$ cat src/rtl/relu_maxpool.sv
// ---------------------------------------------------------------------------
// relu_maxpool
//
// Streams a signed 32-bit convolution map (M x M samples, raster order),
// applies ReLU plus requantisation to 16 bits, and performs a 2x2 max-pool
// with stride 2. One pooled activation leaves per 2x2 window.
//
// Horizontal pairs are reduced on the fly through a pair register. Even map
// rows park their pair maxima in a half-width line buffer. Odd map rows
// combine their pair maxima with the parked value to produce the output.
//
// Ports
//   clk         in   1  rising-edge clock for all state
//   global_rst  in   1  synchronous active-high reset (works even with ce=0)
//   ce          in   1  clock enable; ce=0 freezes all state and outputs
//   conv_op     in  32  signed convolution sample
//   valid_conv  in   1  conv_op is valid this cycle
//   end_conv    in   1  upstream finished; forces DONE
//   pool_op     out 16  pooled activation; holds its value between pulses
//   valid_pool  out  1  one-cycle pulse per pooled activation
//   end_pool    out  1  pooling finished; sticky until reset
// ---------------------------------------------------------------------------
module relu_maxpool #(
    parameter int M     = 8,
    parameter int SHIFT = 8
) (
    input  logic        clk,
    input  logic        global_rst,
    input  logic        ce,
    input  logic [31:0] conv_op,
    input  logic        valid_conv,
    input  logic        end_conv,
    output logic [15:0] pool_op,
    output logic        valid_pool,
    output logic        end_pool
);

    localparam int CW   = $clog2(M);
    localparam int HALF = M / 2;
    localparam int BW   = (HALF > 1) ? $clog2(HALF) : 1;
    // Rounded up to a power of two so every index value addresses a real entry.
    localparam int LB_DEPTH = 1 << BW;

    localparam logic [CW-1:0] COL_LAST = CW'(M - 1);
    localparam logic [CW-1:0] ROW_LAST = CW'(M - 1);

    localparam logic [1:0] ST_EVEN_ROW = 2'd0;
    localparam logic [1:0] ST_ODD_ROW  = 2'd1;
    localparam logic [1:0] ST_DONE     = 2'd2;

    // ReLU followed by arithmetic right shift and saturation to 16 bits.
    // Negative inputs go to zero, so the shift only ever sees values >= 0.
    function automatic logic [15:0] requant(input logic [31:0] acc);
        logic [31:0] sh;
        sh = acc >> SHIFT;
        if (acc[31]) begin
            requant = 16'h0000;
        end else if (sh > 32'h0000_7FFF) begin
            requant = 16'h7FFF;
        end else begin
            requant = sh[15:0];
        end
    endfunction

    // Unsigned maximum of two activations.
    function automatic logic [15:0] umax(input logic [15:0] a, input logic [15:0] b);
        umax = (a > b) ? a : b;
    endfunction

    // State registers and their next-state values
    logic [1:0]    state_q, state_d;
    logic [CW-1:0] col_q, col_d;
    logic [CW-1:0] row_q, row_d;
    logic [15:0]   pair_q, pair_d;
    logic [15:0]   pool_q, pool_d;
    logic          valid_q, valid_d;
    logic          end_q, end_d;

    logic [15:0]   lbuf_q [LB_DEPTH];

    // Combinational helpers
    logic          consume_s;
    logic          col_last_s;
    logic          row_last_s;
    logic          odd_col_s;
    logic [15:0]   r_s;
    logic [15:0]   h_s;
    logic [BW-1:0] lb_idx_s;
    logic [15:0]   lb_rd_s;
    logic          lb_we_s;

    // Per-sample datapath: requantised value, pair maximum, buffer read.
    always_comb begin
        consume_s  = ce && valid_conv && (state_q != ST_DONE);
        col_last_s = (col_q == COL_LAST);
        row_last_s = (row_q == ROW_LAST);
        odd_col_s  = col_q[0];
        r_s        = requant(conv_op);
        h_s        = umax(pair_q, r_s);
        lb_idx_s   = BW'(col_q >> 1);
        lb_rd_s    = lbuf_q[lb_idx_s];
    end

    // Next-state logic for counters, FSM, pair register and outputs.
    always_comb begin
        state_d = state_q;
        col_d   = col_q;
        row_d   = row_q;
        pair_d  = pair_q;
        pool_d  = pool_q;
        valid_d = valid_q;
        end_d   = end_q;
        lb_we_s = 1'b0;

        if (ce) begin
            // The pulse lasts exactly one enabled cycle.
            valid_d = 1'b0;

            if (consume_s) begin
                if (col_last_s) begin
                    col_d = {CW{1'b0}};
                    if (row_last_s) begin
                        row_d = {CW{1'b0}};
                    end else begin
                        row_d = row_q + CW'(1);
                    end
                end else begin
                    col_d = col_q + CW'(1);
                    row_d = row_q;
                end

                if (!odd_col_s) begin
                    pair_d = r_s;
                end else begin
                    pair_d = pair_q;
                end

                case (state_q)
                    ST_EVEN_ROW: begin
                        if (odd_col_s) begin
                            lb_we_s = 1'b1;
                        end else begin
                            lb_we_s = 1'b0;
                        end
                        if (col_last_s) begin
                            state_d = ST_ODD_ROW;
                        end else begin
                            state_d = ST_EVEN_ROW;
                        end
                    end
                    ST_ODD_ROW: begin
                        if (odd_col_s) begin
                            pool_d  = umax(h_s, lb_rd_s);
                            valid_d = 1'b1;
                        end else begin
                            pool_d  = pool_q;
                        end
                        if (col_last_s) begin
                            if (row_last_s) begin
                                state_d = ST_DONE;
                            end else begin
                                state_d = ST_EVEN_ROW;
                            end
                        end else begin
                            state_d = ST_ODD_ROW;
                        end
                    end
                    default: begin
                        // Unreachable encoding: park safely until reset.
                        state_d = ST_DONE;
                    end
                endcase
            end else begin
                state_d = state_q;
            end

            // Early termination still lets a same-cycle final output through,
            // because the datapath above has already been evaluated.
            if (end_conv && (state_q != ST_DONE)) begin
                state_d = ST_DONE;
            end else begin
                state_d = state_d;
            end

            end_d = (state_d == ST_DONE);
        end else begin
            valid_d = valid_q;
        end
    end

    // Control and output registers with synchronous reset.
    always_ff @(posedge clk) begin
        if (global_rst) begin
            state_q <= ST_EVEN_ROW;
            col_q   <= {CW{1'b0}};
            row_q   <= {CW{1'b0}};
            pair_q  <= 16'h0000;
            pool_q  <= 16'h0000;
            valid_q <= 1'b0;
            end_q   <= 1'b0;
        end else begin
            state_q <= state_d;
            col_q   <= col_d;
            row_q   <= row_d;
            pair_q  <= pair_d;
            pool_q  <= pool_d;
            valid_q <= valid_d;
            end_q   <= end_d;
        end
    end

    // Line buffer of even-row pair maxima; always written before it is read.
    always_ff @(posedge clk) begin
        if (lb_we_s) begin
            lbuf_q[lb_idx_s] <= h_s;
        end
    end

    assign pool_op    = pool_q;
    assign valid_pool = valid_q;
    assign end_pool   = end_q;

endmodule

$ cat config.mk
export PLATFORM = sky130hd
export DESIGN_NAME = relu_maxpool
export DESIGN_NICKNAME = d
export VERILOG_FILES = /design/src/rtl/relu_maxpool.sv
export SDC_FILE = /design/constraint.sdc
export NUM_CORES = 1
export LEC_CHECK = 0
export BUFFER_PORTS_ARGS = -buffer_cell sky130_fd_sc_hd__buf_2
export CAP_MARGIN = 25
export CORE_MARGIN = 4
export CORE_UTILIZATION = 35
export CTS_CLUSTER_SIZE = 10
export DETAILED_ROUTE_END_ITERATION = 8
export HOLD_SLACK_MARGIN = 0.15
export SLEW_MARGIN = 20
export SYNTH_ARGS = -nofsm -noshare
export SYNTH_HDL_FRONTEND = slang
export SYNTH_SLANG_ARGS = --single-unit
export TNS_END_PERCENT = 100
$ cat constraint.sdc
create_clock -name clk -period 6.55 [get_ports clk]
set_clock_uncertainty 0.2 [all_clocks]
set_input_delay 0.9825 -clock clk [delete_from_list [all_inputs] [get_ports clk]]
set_output_delay 0.9825 -clock clk [all_outputs]
set_load 0.1 [all_outputs]
**Word level (Yosys, flattened, before mapping)**

Memory sizes are Yosys's and may differ from the RTL's. A register that Yosys moved wholly into a read port is not among the register bits.
Cells that the tools add are included.

- Memories kept: 1
- Register bits: 42
- Output and inout port bits: 18
- Word-level logic and storage cells: 50
- Bits in writable memories: 64

- Magnitude comparators: 3
- Multiplexer cells: 23
- Bitwise logic cells: 1
- Equality and inequality tests: 5
- Add/subtract/negate cells: 2
- Reduce and logical (&&, ||, !) cells: 8

Memory list:

| memory | words | width | rd ports | clocked after memory_dff | wr ports | RTL line | text |
|---|---|---|---|---|---|---|---|
| lbuf_q | 4 | 16 | 1 | 1 | 1 | 79 | `logic [15:0] lbuf_q [LB_DEPTH];` |

Operators with widths:

| kind | number |
|---|---|
| two-way mux 16 bit | 4 |
| greater-than comparator 16 bit | 2 |
| greater-than comparator 24 x 15 -> 1 bit (second input constant) | 1 |
| two-way mux 2 bit | 7 |
| two-way mux 1 bit | 9 |
| adder 3 x 1 -> 3 bit (second input constant) | 2 |
| equality test 3 bit (second input constant) | 2 |
| two-way mux 3 bit | 2 |
| AND reduction 3 bit | 2 |
| one-hot mux 2 bit (2 select lines) | 1 |
| AND reduction 4 bit | 1 |
| logical AND 1 bit | 3 |
| equality test 2 x 1 -> 1 bit (second input constant) | 1 |
| equality test 2 bit (second input constant) | 1 |
| logical NOT 2 bit | 1 |
| != test 2 bit (second input constant) | 1 |
| AND reduction 2 bit | 1 |
| inverter 1 bit | 1 |

**Longest topological paths before layout**

- Depth after elaboration: 8
- Gate-level depth with buffers: 24

**Worst setup path after synthesis**

Ideal clock, no wire load.

- Path type: input to register
- Start point: input port conv_op[25]
- End point: register pool_q[11], in the netlist pool_op[11]
- Path slack: 0.774 ns
- Setup time: 0.132 ns
- Stages on the path: 22
- Arrival: 5.444 ns
- Buffers on the path: 4
- Cells stage by stage: nor4_1 nand3_1 clkbuf_1 nor2_1 or2_2 ha_1 nand2_1 or4_1 buf_2 a21o_4 and4_4 buf_6 a211oi_1 inv_1 ha_1 nand4_1 nor4_1 nor3_1 o31a_1 o21ai_1 clkbuf_1 o211ai_1

- Longest elaborated chain between the ends: 7

Ends and longest elaborated chain:

| element | RTL line | text |
|---|---|---|
| from (decl) | 30 | `input logic [31:0] conv_op,` |
| greater-than comparator 24 x 15 -> 1 bit (*) | 58 | `end else if (sh > 32'h0000_7FFF) begin` |
| two-way mux 16 bit (*) | 58 |  |
| two-way mux 16 bit (*) | 56 | `if (acc[31]) begin` |
| greater-than comparator 16 bit | 67 | `umax = (a > b) ? a : b;` |
| two-way mux 16 bit (*) | 67 |  |
| net h_s[14] | 87 | `logic [15:0] h_s;` |
| greater-than comparator 16 bit (*) | 67 |  |
| two-way mux 16 bit (*) | 67 |  |
| to (signal assigned) | 206 | `pool_q <= pool_d;` |
| to (decl) | 75 | `logic [15:0] pool_q, pool_d;` |

The timed path passes the listed nets; every way through them passes the cells marked *.
A chain may end at the register's enable or synchronous reset.

**Final worst setup path**

- Start point: input port conv_op[27]
- End point: register pool_q[15], in the netlist pool_op[15]

Same word-level chain as after synthesis.

==> summary.md <==
| Metric | Value |
|---|---|
| Layout fillers | between 1500 and 2000 |
| # setup viols final | 0 |
| Final nets | around 650 |
| EDFF count, synth | 64 |
| Reg-to-reg startpoint | pair_q[15]$_SDFFE_PP0P_ |
| CP required | ~6.6 ns |
| Synth Flop Type | edfxtp_1 |
| Placement-stage worst setup slack | ~0.12 ns |
| Drt first pass iters | 5 |
| GP Congestion | slightly above 0.9 |
| Synth Area in XOR/XNOR | 0% |
| Core Box Area | 15900 sq um |
| Most frequent cells in the layout | edfxtp_1 (64), inv_1 (50), buf_2 (46) |
| Global-route wire length before repair | about 21 mm |
| CP arrival | 6.17 ns |
| Endpoints failing hold | 0 |
| Detailed Place HPWL | ~9.7 mm |
| Final worst-path cycle share | 93.6% |
| Setup_tns | 0 ns |
| Status | finished, final reports clean |
| Vias in the first global route | 4178 |
| Via count | 4135 |
| Post-synthesis compound-gate area fraction | 15.1% |
| # hold bufs at CTS | 0 |
| Post-synthesis adder-cell area fraction | 7.90% |
| # Post-CTS Setup Buffers | 0 |
| Via density | between 5 and 6 |
| Initial drt markers | approximately 290 |
| Die ar. | 18400 sq um |
| P per Cell Area | ~210 nW/um^2 |
| Max Cap Violations | 0 |
| Mux cell area share after synthesis | 6.49% |
| Worst Tran Pin Value | between 1 and 1.5 ns |
| Cts repair resizes | 0 |
| Min-Delay Path Class | reg2reg |
| Post-synth cell types | 47 |
| IO Count | 55 |
| Routed Antenna Nets | 0 |
| RSZ-0062 raised after global routing | false |
| VDD IR max | 0.108 mV |
| Fmax | about 160 MHz |
| Fraction of registers with async set/reset | 0% |
| Pin count of the biggest net entering global routing | 35 |
| Post-Synth Simple-Gate Area | 15.4% |
| WL per Instance | about 16 um |
| Synth-to-layout area growth | 13.3% |
| Synth Warn # | 0 |
| Synth Instances | about 540 |
| Clk buf depth | 2 |
| Mapped cell area | about 5700 sq um |
| Fin crit period | 6.13 ns |
| Num CTS Buffers | 9 |
| Share of cells above drive strength 1 | roughly 22% |
| Global-route usage over all layers | about 15% |
| WS Path Type | in2reg |
| Initial antenna violation count | 0 |
| GRT Residual Overflow | 0 |
| # port buffers | 46 |
| Setup slack after layout | 0.422 ns |
| Max Slew Vio Count | 0 |
| Row count | 46 |
| Seq/Total Area, Yosys | between 40% and 50% |
| DRC | 0 |
| Flops & latches, synth | ~110 |
| CTS tree | done |
| Worst-skew pair later-pin latency | 0.35 ns |
| Die width | 136 um |
| Commonest non-fill, non-tap cell in the layout | edfxtp_1 |
| CP startpoint kind | input pin |
| Worst setup startpoint | conv_op[27] |
| Crit. End Element | flip-flop |
| Ant. Diodes | 0 |
| Worst min-delay path startpoint | row_q[2]$_SDFFE_PP0P_ |
| Root buffer cell | clkbuf_16 |
| Initial Util | a little over a third |
| Crit-path max FO | 15 |
| Post-synth net total | 615 |
| Clock transition at path regs | roughly 0.070 ns |
| Relative slew slack | a little under a third |
| Total wire length | roughly 13 mm |
| Chip height | between 100 and 150 um |
| LEAKAGE | around 0.0023 uW |
| Syn_area_per_cell | between 10 and 15 sq um |
| Main combinational cell family by area after synthesis | simple AND/OR/NAND/NOR gates |
| H-tree depth | 3 |
| Clk sink count | ~110 |
final timing paths:
| kind | endpoint | slack (ns) | depth (start not counted) |
|---|---|---|---|
| worst max-delay path | pool_op[15]$_SDFFE_PP0P_ | 0.42 | 20 |
| worst min-delay path | row_q[2]$_SDFFE_PP0P_ | 0.27 | 2 |
| worst max register to register | pool_op[15]$_SDFFE_PP0P_ | 1.67 | 14 |
| worst min register to register | row_q[2]$_SDFFE_PP0P_ | 0.27 | 2 |
registers in the layout, indices dropped and copies added (netlist names), named ones only:
name,flops
col_q,3
end_pool,1
lbuf_q,64
pair_q,16
pool_op,16
row_q,3
state_q,2
valid_pool,1
metrics by stage:
step | power, uW | cells | instance area [sq um] | util, % | hold slack (ns)
after floorplan | 838 | 542 | 5700 | - | 0.240
final | 1380 | 800 | 6460 | 40.5 | 0.268
after global placement | 871 | 783 | 6170 | 38.7 | 0.247
after global routing | 1440 | 800 | 6460 | 40.5 | 0.295
after CTS | 1390 | 800 | 6460 | 40.5 | 0.272
after detailed placement | 876 | 784 | 6180 | 38.7 | 0.259
logic make-up after synthesis:
logic type	after synthesis
buf+inv	84
mux	17
flops	108
compound gates	132
fa+ha+maj	36
other cells	1
simple gates	164
power breakdown:
group          internal (uW)  leakage [uW]  total [uW]  switching (uW)
clock                    264      0.000137         521             257
sequential               727      0.000928         735            7.78
combinational           47.0       0.00128         126            79.4
total                   1040       0.00234        1380             344
cell usage after synthesis (3+ instances only):
master	n	area share, %
edfxtp_1	64	34
o211ai_1	17	2.2
nor3b_1	3	0.39
or2_2	15	1.6
nor3_1	23	2.0
nand2_1	27	1.8
clkbuf_1	28	1.8
nand3_1	12	1.1
a31oi_1	17	1.9
a211oi_1	5	0.66
nor2b_1	3	0.33
inv_1	50	3.3
a211oi_2	11	2.4
nor2_1	32	2.1
ha_1	36	7.9
nand2b_1	16	1.8
mux4_2	16	6.3
dfxtp_1	44	15
a21oi_1	35	3.1
nand4_1	16	1.8
o21ai_0	34	3.0
nor3_2	6	1.1
area by class of cell:
class | instances | area, sq um | share of cell area [%]
Timing Repair Buffer | 60 | 335 | 5.19
Clock buffer | 9 | 225 | 3.49
Clock inverter | 7 | 60.1 | 0.930
Sequential cell | 108 | 2800 | 43.4
Inverter | 50 | 188 | 2.90
Tap cell | 216 | 270 | 4.18
Multi-Input combinational cell | 350 | 2580 | 39.9
critical path: stages:
cell and delay, ns:
buf_2 0.09, nor4_1 0.26, nand3_1 0.25, buf_4 0.24, nor2_1 0.17, or2_2 0.16, ha_1 0.15, nand2_1 0.10
or4_1 0.65, a21o_4 0.24, and4_4 0.24, a211oi_1 0.50, inv_1 0.19, ha_1 0.37, nand4_1 0.17, nor4_1 0.48
nor3_1 0.12, o31ai_1 0.26, a21boi_0 0.26, o31a_1 0.28
layer usage:
layer | up-vias | wire length, um | GRT usage, %
li1 | 2069 | - | -
met1 | 1993 | 5910 | 18.7
met2 | 60 | 6530 | 26.0
met3 | 13 | 447 | 2.34
met4 | 0 | 218 | 4.31
met5 | - | 0 | 0
Note: power is estimated with default switching activity, not from simulation.
